### config.mk
export PLATFORM = sky130hd
export DESIGN_NAME = alu_dispatch
export DESIGN_NICKNAME = d
export VERILOG_FILES = /design/src/rtl/alu_pkg.sv /design/src/rtl/alu_instr_decode.sv /design/src/rtl/alu_dispatch.sv
export SDC_FILE = /design/constraint.sdc
export NUM_CORES = 1
export LEC_CHECK = 0
export BUFFER_PORTS_ARGS = -buffer_cell sky130_fd_sc_hd__buf_2
export CAP_MARGIN = 20
export CELL_PAD_IN_SITES_DETAIL_PLACEMENT = 1
export CELL_PAD_IN_SITES_GLOBAL_PLACEMENT = 1
export CORE_MARGIN = 1
export CORE_UTILIZATION = 38
export CTS_BUF_LIST = sky130_fd_sc_hd__clkbuf_8
export CTS_CLUSTER_DIAMETER = 100
export CTS_CLUSTER_SIZE = 8
export DETAILED_ROUTE_END_ITERATION = 7
export PLACE_DENSITY = 0.95
export SLEW_MARGIN = 20
export SYNTH_ARGS = -nofsm -noshare
export SYNTH_HDL_FRONTEND = slang
export SYNTH_SLANG_ARGS = --single-unit
### constraint.sdc
create_clock -name clock -period 2.1 [get_ports clock]
set_input_delay 0.42 -clock clock [delete_from_list [all_inputs] [get_ports clock]]
set_output_delay 0.42 -clock clock [all_outputs]
set_load 0.02 [all_outputs]
### src/rtl/alu_pkg.sv
// Shared constants, field positions, state encoding and bundles for the ALU dispatcher.
package alu_pkg;

    localparam int unsigned OPC_MSB = 31;
    localparam int unsigned OPC_LSB = 27;
    localparam int unsigned RD_MSB  = 26;
    localparam int unsigned RD_LSB  = 22;
    localparam int unsigned IMM_MSB = 15;
    localparam int unsigned IMM_LSB = 0;

    localparam logic [4:0] OP_ADD     = 5'b00000;
    localparam logic [4:0] OP_DIV     = 5'b00110;
    localparam logic [4:0] OP_ANDI    = 5'b01100;
    localparam logic [4:0] OP_ILL_MIN = 5'b10101;

    localparam int unsigned N_IMM_OPS = 8;
    localparam logic [N_IMM_OPS-1:0][4:0] IMM_OPS = {
        5'b00001, 5'b00011, 5'b00101, 5'b00111,
        5'b01010, OP_ANDI,  5'b01110, 5'b10011
    };

    typedef enum logic [1:0] {
        ST_IDLE = 2'd0,
        ST_EXEC = 2'd1,
        ST_DONE = 2'd2,
        ST_TRAP = 2'd3
    } state_e;

    typedef struct packed {
        logic [4:0]  op;
        logic [4:0]  rd;
        logic [31:0] b;
        logic        illegal;
    } dec_t;

    typedef struct packed {
        logic [4:0]  op;
        logic [4:0]  rd;
        logic [31:0] a;
        logic [31:0] b;
        logic        illegal;
    } opnd_t;

    typedef struct packed {
        logic [31:0] data;
        logic [4:0]  dest;
        logic        zero;
        logic        err;
    } res_t;

    function automatic logic is_imm_op(input logic [4:0] op);
        logic hit;
        hit = 1'b0;
        for (int i = 0; i < N_IMM_OPS; i++) begin
            hit = hit | (op == IMM_OPS[i]);
        end
        return hit;
    endfunction

    function automatic logic is_illegal_op(input logic [4:0] op);
        return op >= OP_ILL_MIN;
    endfunction

endpackage

### src/rtl/alu_instr_decode.sv
// Combinational instruction decode: field extraction, operand-B select, illegal check.
module alu_instr_decode
    import alu_pkg::*;
(
    input  logic [31:0] instr,
    input  logic [31:0] reg_b,
    output dec_t        dec
);

    logic [4:0]  op;
    logic [15:0] imm;
    logic        unused_bits;

    assign op  = instr[OPC_MSB:OPC_LSB];
    assign imm = instr[IMM_MSB:IMM_LSB];

    // bits between rd and imm carry no meaning for this unit
    assign unused_bits = ^instr[RD_LSB-1:IMM_MSB+1];

    always_comb begin
        dec         = '0;
        dec.op      = op;
        dec.rd      = instr[RD_MSB:RD_LSB];
        dec.illegal = is_illegal_op(op);
        dec.b       = is_imm_op(op) ? {16'h0000, imm} : reg_b;
    end

endmodule

### src/rtl/alu_dispatch.sv
// Single-issue ALU dispatcher: capture, execute, hold result until consumed.
// Define ALU_ERR_TRAP_EN to divert ALU errors and illegal opcodes into a sticky TRAP state.
module alu_dispatch
    import alu_pkg::*;
(
    input  logic        clock,
    input  logic        resetN,
    input  logic        instrValid,
    output logic        instrReady,
    input  logic [31:0] instr,
    input  logic [31:0] regA,
    input  logic [31:0] regB,
    output logic [4:0]  opCode,
    output logic [31:0] dataA,
    output logic [31:0] dataB,
    input  logic [31:0] dataC,
    input  logic        zero,
    input  logic        overflow,
    input  logic        error,
    output logic        resValid,
    input  logic        resReady,
    output logic [31:0] resData,
    output logic [4:0]  resDest,
    output logic        resZero,
    output logic        resErr,
    output logic        trap,
    input  logic        trapClear
);

    dec_t   dec;
    state_e state_q, state_d;
    opnd_t  opnd_q, opnd_d;
    res_t   res_q, res_d;
    logic   unused_ok;

    alu_instr_decode u_decode (
        .instr (instr),
        .reg_b (regB),
        .dec   (dec)
    );

    // overflow has no role in the result record
    assign unused_ok = ^{overflow, trapClear};

    always_comb begin
        state_d    = state_q;
        opnd_d     = opnd_q;
        res_d      = res_q;
        instrReady = 1'b0;
        resValid   = 1'b0;
        trap       = 1'b0;
        unique case (state_q)
            ST_IDLE: begin
                instrReady = 1'b1;
                if (instrValid) begin
                    opnd_d.op      = dec.op;
                    opnd_d.rd      = dec.rd;
                    opnd_d.a       = regA;
                    opnd_d.b       = dec.b;
                    opnd_d.illegal = dec.illegal;
                    state_d        = ST_EXEC;
                end
            end
            ST_EXEC: begin
                res_d.dest = opnd_q.rd;
                if (opnd_q.illegal) begin
                    res_d.data = '0;
                    res_d.zero = 1'b0;
                    res_d.err  = 1'b1;
                end else begin
                    res_d.data = dataC;
                    res_d.zero = zero;
                    res_d.err  = error;
                end
`ifdef ALU_ERR_TRAP_EN
                state_d = (opnd_q.illegal || error) ? ST_TRAP : ST_DONE;
`else
                state_d = ST_DONE;
`endif
            end
            ST_DONE: begin
                resValid = 1'b1;
                if (resReady) begin
                    state_d = ST_IDLE;
                end
            end
            ST_TRAP: begin
`ifdef ALU_ERR_TRAP_EN
                trap = 1'b1;
                if (trapClear) begin
                    state_d = ST_IDLE;
                end
`else
                state_d = ST_IDLE;
`endif
            end
            default: state_d = ST_IDLE;
        endcase
    end

    always_ff @(posedge clock or negedge resetN) begin
        if (!resetN) begin
            state_q <= ST_IDLE;
            opnd_q  <= '0;
            res_q   <= '0;
        end else begin
            state_q <= state_d;
            opnd_q  <= opnd_d;
            res_q   <= res_d;
        end
    end

    assign opCode  = opnd_q.op;
    assign dataA   = opnd_q.a;
    assign dataB   = opnd_q.b;
    assign resData = res_q.data;
    assign resDest = res_q.dest;
    assign resZero = res_q.zero;
    assign resErr  = res_q.err;

endmodule

# After elaboration in Yosys (flattened, before gate mapping)
# Index checks and enable logic that the tools add are counted.
# word_totals
reg_bits	116
input_bits	136
output_inout_bits	111
word_cells	42
# op_classes
n_lt_le_gt_ge	1
eq_ne	13
muxes	8
bitwise	7
n_reduce_logical	3
# op_table
cell	count
$mux W32	2
$eq A5 B4 Y1 const B	3
$eq A5 B3 Y1 const B	2
$pmux W2 S4	1
$or A1 B1 Y1	7
$mux W2	3
$eq A5 B1 Y1 const B	1
$eq A5 B2 Y1 const B	1
$eq A5 B5 Y1 const B	1
$ge A5 B5 Y1 const B	1
$eq A2 B2 Y1 const B	2
$ne A2 B2 Y1 const B	2
$reduce_and A2 Y1	2
$eq A2 B1 Y1 const B	1
$logic_not A2 Y1	1
$mux W1	2

# Longest topological paths before layout
# Gate-level depths: netlist of run 1.
# logic_depth
ltp_word	9
depth_mapped	6
depth_no_buf	5

# Modules after synthesis
# From an unflattened synthesis of run 1, not the netlist that was laid out.
# unflattened
cells_unflattened	409
hier_area_um2	5604.1
# modules_own_cells
mod	instances	cells_per_inst	area_per_inst_um2
alu_dispatch	1	357	5099.9
alu_instr_decode	1	52	504.2

# Least setup slack after synthesis of run 1
# Ideal clock, no wire load.
# synth_timing
kind	register to register
from	register state_q[1]
to	register opnd_q, in the netlist dataB[14]
setup_ns	0.082
arrival_ns	1.460
t_required_ns	2.018
path_slack_ns	0.558
path_stages_with_launch	7
path_buffers	1
period_less_slack_ns	1.542
path_cell_list	dfrtp_1 > nor2_1 > nand2_2 > inv_2 > clkbuf_1 > nor2_1 > a31oi_1
# synth_via
elab_chain_cells	2
# synth_rtl
element	line	text
from (decl)	alu_dispatch.sv:31	state_e state_q, state_d;
from (signal assigned)	alu_dispatch.sv:107	state_q <= state_d;
$logic_not A2 Y1	alu_dispatch.sv:52	unique case (state_q)
$reduce_and A2 Y1 (no source line)	n/a	
to (signal assigned)	alu_dispatch.sv:108	opnd_q <= opnd_d;
to (decl)	alu_dispatch.sv:32	opnd_t opnd_q, opnd_d;
# Every way passes these cells.
# A chain may end at the register's enable or synchronous reset.

# Final worst setup path of run 1
# layout_timing
from	register state_q[1]
to	output instrReady
# layout_via
elab_chain_cells	2
# layout_rtl
element	line	text
$logic_not A2 Y1	alu_dispatch.sv:52	
$mux W1	alu_dispatch.sv:52	
to (decl)	alu_dispatch.sv:9	output logic instrReady,
# Every way passes these cells.

==> run summary, run 1 <==
Layout fillers -> 1,710
Slew HR -> 0.656
# Max-Cap Violations -> 0
Worst setup EP type -> output pin
Max Root-Sink Buffers -> 2
io pins -> 247
Multi-input gate area -> 0.00178 sq mm
via count -> 4,511
Post-Syn Nets -> 720
layout cells sized above 1 -> 0.409
Detail Placement HPWL -> 10,900 um
Area Overhead vs Synth -> 22.9%
final hold vios -> 0
Routed WL -> 15,100 um
reg2reg setup slack -> 510 ps
GRT met2 Usage -> 0.383
clock edge transition at the registers on the reported setup and hold paths -> 80 ps
ys async rst share -> 1.00
ys flop type -> dfrtp_1
outcome -> completed
CTS tree -> built
Yosys Warn Count -> 0
Post-Syn Area -> 0.00538 sq mm
syn avg cell area -> 9.21 sq um
hold-fix buffer count after cts -> 1
Initial Util -> 0.389
CP required -> 1680 ps
r2r startpoint -> state_q[1]
Core Area -> 0.0138 sq mm
number of remaining DRC errors -> 0
power consumption -> 10.3 mW
Setup WS pre-CTS -> 332 ps
initial antenna violation count -> 2
total CTS buffers -> 17
WHS Endpoint -> state_q[1]
fmax -> 0.609 GHz
drt wl/cell -> 16.0 um
fin nets -> 886
GRT overflow -> 0
Iteration-0 DRC Markers -> 253
Reg area -> 0.00290 sq mm
LEAKAGE -> 3.56 nW
post-synth cell types -> 29
met1 Usage GRT -> 0.239
die width -> 121 um
clock latency on the worst-skew pair -> 440 ps
gr busiest metal -> met2
Root Driver -> clkbuf_8
pwr dens -> 1560 mW/mm^2
vias in the first global route -> 4,715
setup TNS -> 0 ps
critical path launch point type -> flop
dpl cell area -> 0.00624 sq mm
most common cell after layout, fill and taps aside -> buf_2
Die Height -> 121 um
final setup margin -> 459 ps
maximum VDD drop -> 0.728 mV
DRT Pass-1 Iters -> 4
Pins Over Slew Limit -> 0
register area share after synthesis -> 0.540
hold depth -> 2
post_cts resized -> 0
cells after synthesis -> 584
final core utilization -> 0.478
Placed Instances -> 910
Design Area, Final -> 0.00661 sq mm
CP Max Fanout -> 3
antenna viol nets, final -> 0
hold_ws -> 166 ps
number of setup buffers added after CTS -> 0
worst path arrival time -> 1220 ps
met3 usage -> 0.0874
GP Congestion -> 0.720
FP Rows -> 43
port bufs -> 237
measured slew at the worst slew-check pin -> 516 ps
H-tree levels -> 4
Total GRT Usage -> 0.219
worst r2r path cells -> 6
Vias/cell -> 4.78
Cell Count, Final, Fillers Out -> 944
Post-synth EDFFs -> 0
Seq cells post-synth -> 116
Tcrit/Tclk final -> 0.781
commonest cells after routing, fill and taps aside -> buf_2, nand2_1, dfrtp_1
CTS sink cnt -> 116
Setup-failing EPs final -> 0
post-route minimum period -> 1640 ps
HP Class -> in2reg
Worst Min Path Start -> resReady
DIE AREA -> 0.0146 sq mm
Setup CP Type -> reg2out
r2r endpoint -> dataB[9]
RSZ-0062 raised after global routing -> no
first-pass GRT wire length -> 24,200 um
largest net degree at the start of global routing -> 62
Setup Skew -> 10.7 ps
-- power breakdown --
group / total, mW / switching, mW / leakage [nW] / internal (mW)
Clock: 1.91 / 0.962 / 0.180 / 0.952
Combinational: 4.60 / 3.05 / 1.95 / 1.55
Sequential: 3.83 / 0.549 / 1.43 / 3.28
-- cell usage after synthesis (2+ instances only) --
| cell | instances | area share |
|---|---|---|
| a31oi_1 | 16 | 0.019 |
| buf_1 | 4 | 0.0028 |
| buf_2 | 11 | 0.010 |
| buf_4 | 72 | 0.10 |
| clkbuf_1 | 13 | 0.0091 |
| dfrtp_1 | 116 | 0.54 |
| inv_2 | 2 | 0.0014 |
| mux2_2 | 4 | 0.0084 |
| nand2_1 | 191 | 0.13 |
| nand2b_1 | 36 | 0.042 |
| nand3_1 | 6 | 0.0056 |
| nand3_2 | 10 | 0.019 |
| nor2_1 | 19 | 0.013 |
| o21a_1 | 2 | 0.0028 |
| o21ai_0 | 46 | 0.043 |
| o21ai_1 | 14 | 0.013 |
| o21ai_2 | 10 | 0.016 |
-- worst max-delay path, stage by stage, from the launching register on --
cell	delay, ps
dfrtp_1	390
nor2_1	180
buf_2	210
-- per-layer routing --
metal | wire (um) | vias up | share of wire
met5 | 0 | - | 0
met4 | 234 | 0 | 0.016
met3 | 1270 | 22 | 0.084
met2 | 7730 | 183 | 0.51
met1 | 5830 | 2177 | 0.39
li1 | - | 2129 | -
-- layout make-up --
cell class / count / share of cell area
diodes: 1 / 0.000379
repair buffers: 249 / 0.201
clock buffers: 18 / 0.0375
well taps: 180 / 0.0341
clock inverters: 14 / 0.0170
inverters: 3 / 0.00170
flip-flops and latches: 116 / 0.439
multi-input cells: 363 / 0.269
-- sequential cells by signal (all words and copies together), names as in the netlist --
name	flops
state_q	2
resErr	1
resZero	1
dataB	32
resDest	5
resData	32
opnd_q	6
dataA	32
opCode	5
-- cell families (layout without fill, tap and decap cells) --
logic type,Yosys count,count (layout),share of synthesized area
other,1,2,0.000697
AO/OA/AOI/OAI,89,89,0.0966
AND/OR/NAND/NOR,268,268,0.222
buffers and inverters,105,284,0.131
multiplexers,5,5,0.0105
flip-flops,116,116,0.540
-- worst max-delay path by stage --
stage,startpoint,to,slack (ps),depth (start not counted)
floorplan,state_q[1],dataB[14],560,6
global placement,instr[30],dataB[2],410,5
detailed placement,instr[30],dataB[9],330,5
CTS,state_q[1],instrReady,410,2
global route,state_q[0],resValid,360,3
finish,state_q[1],instrReady,460,2
Power figures use the tool's default switching activity.
==> run 2: changes to the inputs <==
--- a/config.mk
+++ b/config.mk
@@ -5,17 +5,18 @@
 export SDC_FILE = /design/constraint.sdc
 export NUM_CORES = 1
 export LEC_CHECK = 0
+export ABC_AREA = 1
 export BUFFER_PORTS_ARGS = -buffer_cell sky130_fd_sc_hd__buf_2
 export CAP_MARGIN = 20
 export CELL_PAD_IN_SITES_DETAIL_PLACEMENT = 1
 export CELL_PAD_IN_SITES_GLOBAL_PLACEMENT = 1
 export CORE_MARGIN = 1
-export CORE_UTILIZATION = 38
+export CORE_UTILIZATION = 34
 export CTS_BUF_LIST = sky130_fd_sc_hd__clkbuf_8
 export CTS_CLUSTER_DIAMETER = 100
 export CTS_CLUSTER_SIZE = 8
 export DETAILED_ROUTE_END_ITERATION = 7
-export PLACE_DENSITY = 0.95
+export PLACE_DENSITY = 0.91
 export SLEW_MARGIN = 20
 export SYNTH_ARGS = -nofsm -noshare
 export SYNTH_HDL_FRONTEND = slang
==> constraint.sdc (replaced) <==
create_clock -name clock -period 1.7 [get_ports clock]
set_input_delay 0.34 -clock clock [delete_from_list [all_inputs] [get_ports clock]]
set_output_delay 0.34 -clock clock [all_outputs]
set_load 0.02 [all_outputs]
==> run summary, run 2 <==
outcome -> completed
syn avg cell area -> 8.30 sq um
CP required -> 1360 ps
Max Root-Sink Buffers -> 2
clock share of power -> 0.192
post_cts resized -> 0
slowest stage delay, CP -> 380 ps
layout cells sized above 1 -> 0.354
clock edge transition at the registers on the reported setup and hold paths -> 80 ps
Sw Share -> 0.447
most frequent CP cell -> inv_1
final setup margin -> 107 ps
setup TNS -> 0 ps
post-synth cell types -> 18
Logic pwr share -> 0.440
met3 usage -> 0.0791
Setup Skew -> 11.5 ps
# Max-Cap Violations -> 0
Setup WS pre-CTS -> 208 ps
CP Cell Sequence -> inv_1 -> nand2_1 -> inv_1 -> buf_2
Seq pwr share -> 0.368
CP max stage cell -> dfrtp_1
Sw Pwr -> 5.73 mW
Detail Placement HPWL -> 11,400 um
met1 Usage GRT -> 0.218
Setup CP Type -> reg2out
post-route minimum period -> 1590 ps
hold depth -> 3
Worst setup EP type -> output pin
worst r2r path cells -> 7
Post-synth EDFFs -> 0
total CTS buffers -> 17
first-pass GRT wire length -> 24,700 um
via count -> 4,645
most common cell after layout, fill and taps aside -> nand2_1
ys async rst share -> 1.00
Pins Over Slew Limit -> 0
delay-heaviest family, CP -> flip-flops
port bufs -> 237
Routed WL -> 15,400 um
clock latency on the worst-skew pair -> 430 ps
Area Overhead vs Synth -> 25.0%
P_int -> 7.08 mW
fin nets -> 953
GRT met2 Usage -> 0.354
fmax -> 0.628 GHz
final hold vios -> 0
Post-Syn Area -> 0.00536 sq mm
number of remaining DRC errors -> 0
hold-fix buffer count after cts -> 1
most instantiated library cell after synthesis -> nand2_1
vias in the first global route -> 4,877
H-tree levels -> 4
post-synth top area cell -> dfrtp_1
commonest cells after routing, fill and taps aside -> nand2_1, buf_2, dfrtp_1
maximum VDD drop -> 0.636 mV
ys flop type -> dfrtp_1
RSZ-0062 raised after global routing -> no
GP Congestion -> 0.748
CP Max Fanout -> 2
Setup-failing EPs final -> 0
io pins -> 247
FP Rows -> 45
worst path arrival time -> 1250 ps
DRT Pass-1 Iters -> 4
Vias/cell -> 4.45
CP Depth -> 4
top cells by count, synth -> nand2_1, dfrtp_1, buf_4, nand3_1, inv_1
Yosys Warn Count -> 0
critical path launch point type -> flop
Die Height -> 128 um
drt wl/cell -> 14.8 um
LEAKAGE -> 3.94 nW
register area share after synthesis -> 0.541
post-synth top area share -> 0.541
Core Area -> 0.0153 sq mm
largest net degree at the start of global routing -> 49
number of setup buffers added after CTS -> 0
GRT overflow -> 0
cells after synthesis -> 646
Total GRT Usage -> 0.199
HP Class -> in2reg
Tcrit/Tclk final -> 0.937
Synth area leaders -> dfrtp_1, nand2_1, buf_4, nand3_1, inv_1
Post-Syn Nets -> 782
Iteration-0 DRC Markers -> 141
CTS sink cnt -> 116
initial antenna violation count -> 3
gr busiest metal -> met2
pwr dens -> 1910 mW/mm^2
Buf/Inv on CP -> 3
DIE AREA -> 0.0163 sq mm
Root Driver -> clkbuf_8
Initial Util -> 0.350
CTS tree -> built
antenna viol nets, final -> 0
Seq cells post-synth -> 116
die width -> 128 um
[run 2: worst register-to-register path, stage by stage, from the launching register on]
cell,delay (ps)
dfrtp_1,380
inv_1,80
nand2_1,100
nor2_4,230
inv_2,60
buf_4,270
nand2_1,130
o21ai_0,80
[run 2: area by class of cell]
class / count / area [sq um]
fillers: 1907 / 8610
inverters: 46 / 173
clock buffers: 19 / 262
well taps: 211 / 264
flip-flops and latches: 116 / 2900
repair buffers: 254 / 1390
multi-input cells: 382 / 1580
clock inverters: 13 / 124
diodes: 2 / 5.00
[run 2: metrics by stage]
stage	power, mW	hold WS, ps	util	area [sq um]	cells
floorplan	9.32	44.4	-	5360	646
global placement	10.2	329	0.412	6300	1008
detailed placement	10.5	323	0.412	6300	1008
CTS	13.0	66.4	0.437	6700	1041
global route	13.8	66.1	0.437	6700	1041
finish	12.8	102	0.438	6700	1043
[run 2: power by group through the flow]
stage / Combinational [mW] / Clock, mW / Sequential, mW
global route: 6.21 / 2.70 / 4.87
finish: 5.63 / 2.46 / 4.72
detailed placement: 5.72 / 0 / 4.76
CTS: 5.72 / 2.56 / 4.73
global placement: 5.52 / 0 / 4.69
floorplan: 4.20 / 0 / 5.11
[run 2: path summary, 6_finish.rpt]
kind                             from          end  slack (ps)
max                        state_q[1]   instrReady         110
min                          regA[30]    dataA[30]         100
max reg2reg                state_q[1]    dataB[28]         230
min reg2reg                resDest[2]   resDest[2]         470
max in group asynchronous      resetN   state_q[1]         760
min in group asynchronous      resetN  resData[25]         410
[run 2: routing by layer]
metal	share of wire	wire length (um)	up-vias
li1	-	-	2248
met1	0.40	6250	2192
met2	0.49	7560	185
met3	0.091	1410	18
met4	0.014	209	2
met5	0.00052	8	-
[run 2: logic make-up (layout without fill, tap and decap cells)]
group                  after synthesis  count (layout)  share of synthesized area
AO/OA/AOI/OAI                       27              27                     0.0252
buffers and inverters              148             332                      0.165
flip-flops                         116             116                      0.541
other                                1               3                   0.000699
AND/OR/NAND/NOR                    354             354                      0.267
==> run 3: changes to the inputs <==
--- a/config.mk
+++ b/config.mk
@@ -8,15 +8,13 @@
 export ABC_AREA = 1
 export BUFFER_PORTS_ARGS = -buffer_cell sky130_fd_sc_hd__buf_2
 export CAP_MARGIN = 20
-export CELL_PAD_IN_SITES_DETAIL_PLACEMENT = 1
-export CELL_PAD_IN_SITES_GLOBAL_PLACEMENT = 1
 export CORE_MARGIN = 1
-export CORE_UTILIZATION = 34
+export CORE_UTILIZATION = 49
 export CTS_BUF_LIST = sky130_fd_sc_hd__clkbuf_8
 export CTS_CLUSTER_DIAMETER = 100
 export CTS_CLUSTER_SIZE = 8
 export DETAILED_ROUTE_END_ITERATION = 7
-export PLACE_DENSITY = 0.91
+export PLACE_DENSITY = 0.92
 export SLEW_MARGIN = 20
 export SYNTH_ARGS = -nofsm -noshare
 export SYNTH_HDL_FRONTEND = slang
==> run summary, run 3 (synthesized netlist as in run 2, its figures left out) <==
Setup Skew -> 10.4 ps
largest net degree at the start of global routing -> 48
GP Congestion -> 0.771
dpl cell area -> 0.00619 sq mm
hold depth -> 3
# Max-Cap Violations -> 0
Multi-input gate area -> 0.00158 sq mm
CP required -> 1360 ps
vias in the first global route -> 4,473
CP max stage cell -> dfrtp_1
Vias/cell -> 4.72
final setup margin -> 159 ps
worst path arrival time -> 1200 ps
most common cell after layout, fill and taps aside -> nand2_1
Layout fillers -> 885
antenna viol nets, final -> 0
clock latency on the worst-skew pair -> 420 ps
most frequent CP cell -> inv_1
fmax -> 0.649 GHz
number of remaining DRC errors -> 0
clock edge transition at the registers on the reported setup and hold paths -> 70 ps
Total GRT Usage -> 0.229
via count -> 4,556
FP Rows -> 37
critical path launch point type -> flop
Core Area -> 0.0105 sq mm
Reg area -> 0.00290 sq mm
Cell Count, Final, Fillers Out -> 965
diode count -> 0
HP Class -> in2reg
maximum VDD drop -> 0.900 mV
layout cells sized above 1 -> 0.349
Placed Instances -> 932
Setup-failing EPs final -> 0
setup TNS -> 0 ps
drt wl/cell -> 13.0 um
DIE AREA -> 0.0114 sq mm
fin nets -> 952
pwr dens -> 1940 mW/mm^2
H-tree levels -> 4
Max Root-Sink Buffers -> 2
Pins Over Slew Limit -> 0
number of setup buffers added after CTS -> 0
slowest stage delay, CP -> 390 ps
io pins -> 247
total CTS buffers -> 17
CP Max Fanout -> 2
CP Launch Point -> state_q[1]
Setup WS pre-CTS -> 286 ps
r2r startpoint -> state_q[1]
Area Overhead vs Synth -> 23.2%
RSZ-0062 raised after global routing -> no
Tcrit/Tclk final -> 0.907
Detail Placement HPWL -> 9140 um
Worst setup EP type -> output pin
reg2reg setup slack -> 260 ps
Design Area, Final -> 0.00660 sq mm
Setup CP Type -> reg2out
commonest cells after routing, fill and taps aside -> nand2_1, buf_2, dfrtp_1
DRT Pass-1 Iters -> 4
Initial Util -> 0.512
crit path to -> instrReady
LEAKAGE -> 3.96 nW
r2r endpoint -> resData[22]
post-route minimum period -> 1540 ps
initial antenna violation count -> 0
CTS sink cnt -> 116
GRT overflow -> 0
CTS tree -> built
Die Height -> 107 um
port bufs -> 237
CP Cell Sequence -> inv_1 -> nand2_1 -> inv_1 -> buf_2
Routed WL -> 12,500 um
Root Driver -> clkbuf_8
final hold vios -> 0
worst r2r path cells -> 5
first-pass GRT wire length -> 20,200 um
outcome -> completed
die width -> 107 um
Iteration-0 DRC Markers -> 297
## run 3: cell count changes in the layout (fill, tap and decap cells not counted), sizes merged
cell,delta
buf,-1
diode,-2
bufinv,+2
clkinv,-2
## run 3: what timing repair did
action	CTS	global route
endpoints found under the hold margin	22	0
hold buffers	1	0
resized for setup	0	0
## run 3: report_power, final
part	internal (mW)	switching (mW)
sequential	4.04	0.656
combinational	1.81	3.73
clock	1.50	1.06
total	7.35	5.45
## run 3: worst min path at each step
stage / endpoint / start / slack (ps)
2_1_floorplan: dataA[0] / resetN / 40
3_3_place_gp: dataB[19] / resetN / 280
3_5_place_dp: dataB[16] / resetN / 280
4_1_cts: dataA[7] / regA[7] / 90
5_1_grt: dataA[7] / regA[7] / 90
6_report: dataA[29] / regA[29] / 130
## run 3: cell type report
| class | instances | area share |
|---|---|---|
| multi-input combinational | 382 | 0.239 |
| timing repair buffer | 253 | 0.208 |
| tap | 136 | 0.0258 |
| clock buffer | 19 | 0.0396 |
| inverter | 46 | 0.0262 |
| sequential | 116 | 0.440 |
| clock inverter | 13 | 0.0216 |
## run 3: layer usage
metal	up-vias	track usage	part of all wire
li1	2252	-	-
met1	2077	0.260	0.40
met2	202	0.396	0.50
met3	25	0.0772	0.077
met4	0	0.0890	0.020
met5	-	0	0
## run 3: stage by stage
step                      power (mW)  utilization  hold WS (ps)
after global placement          10.1        0.591           275
after global routing            13.7        0.631          85.9
after CTS                       12.9        0.631          91.5
after detailed placement        10.3        0.591           278
final                           12.8        0.631           126
after floorplan                 9.32            -          44.4
## run 3: critical path: cells and delay by family, from the launching register on
family | cells | cell delay [ps]
flip-flops | 1 | 390
buffers and inverters | 3 | 300
AND/OR/NAND/NOR | 1 | 90
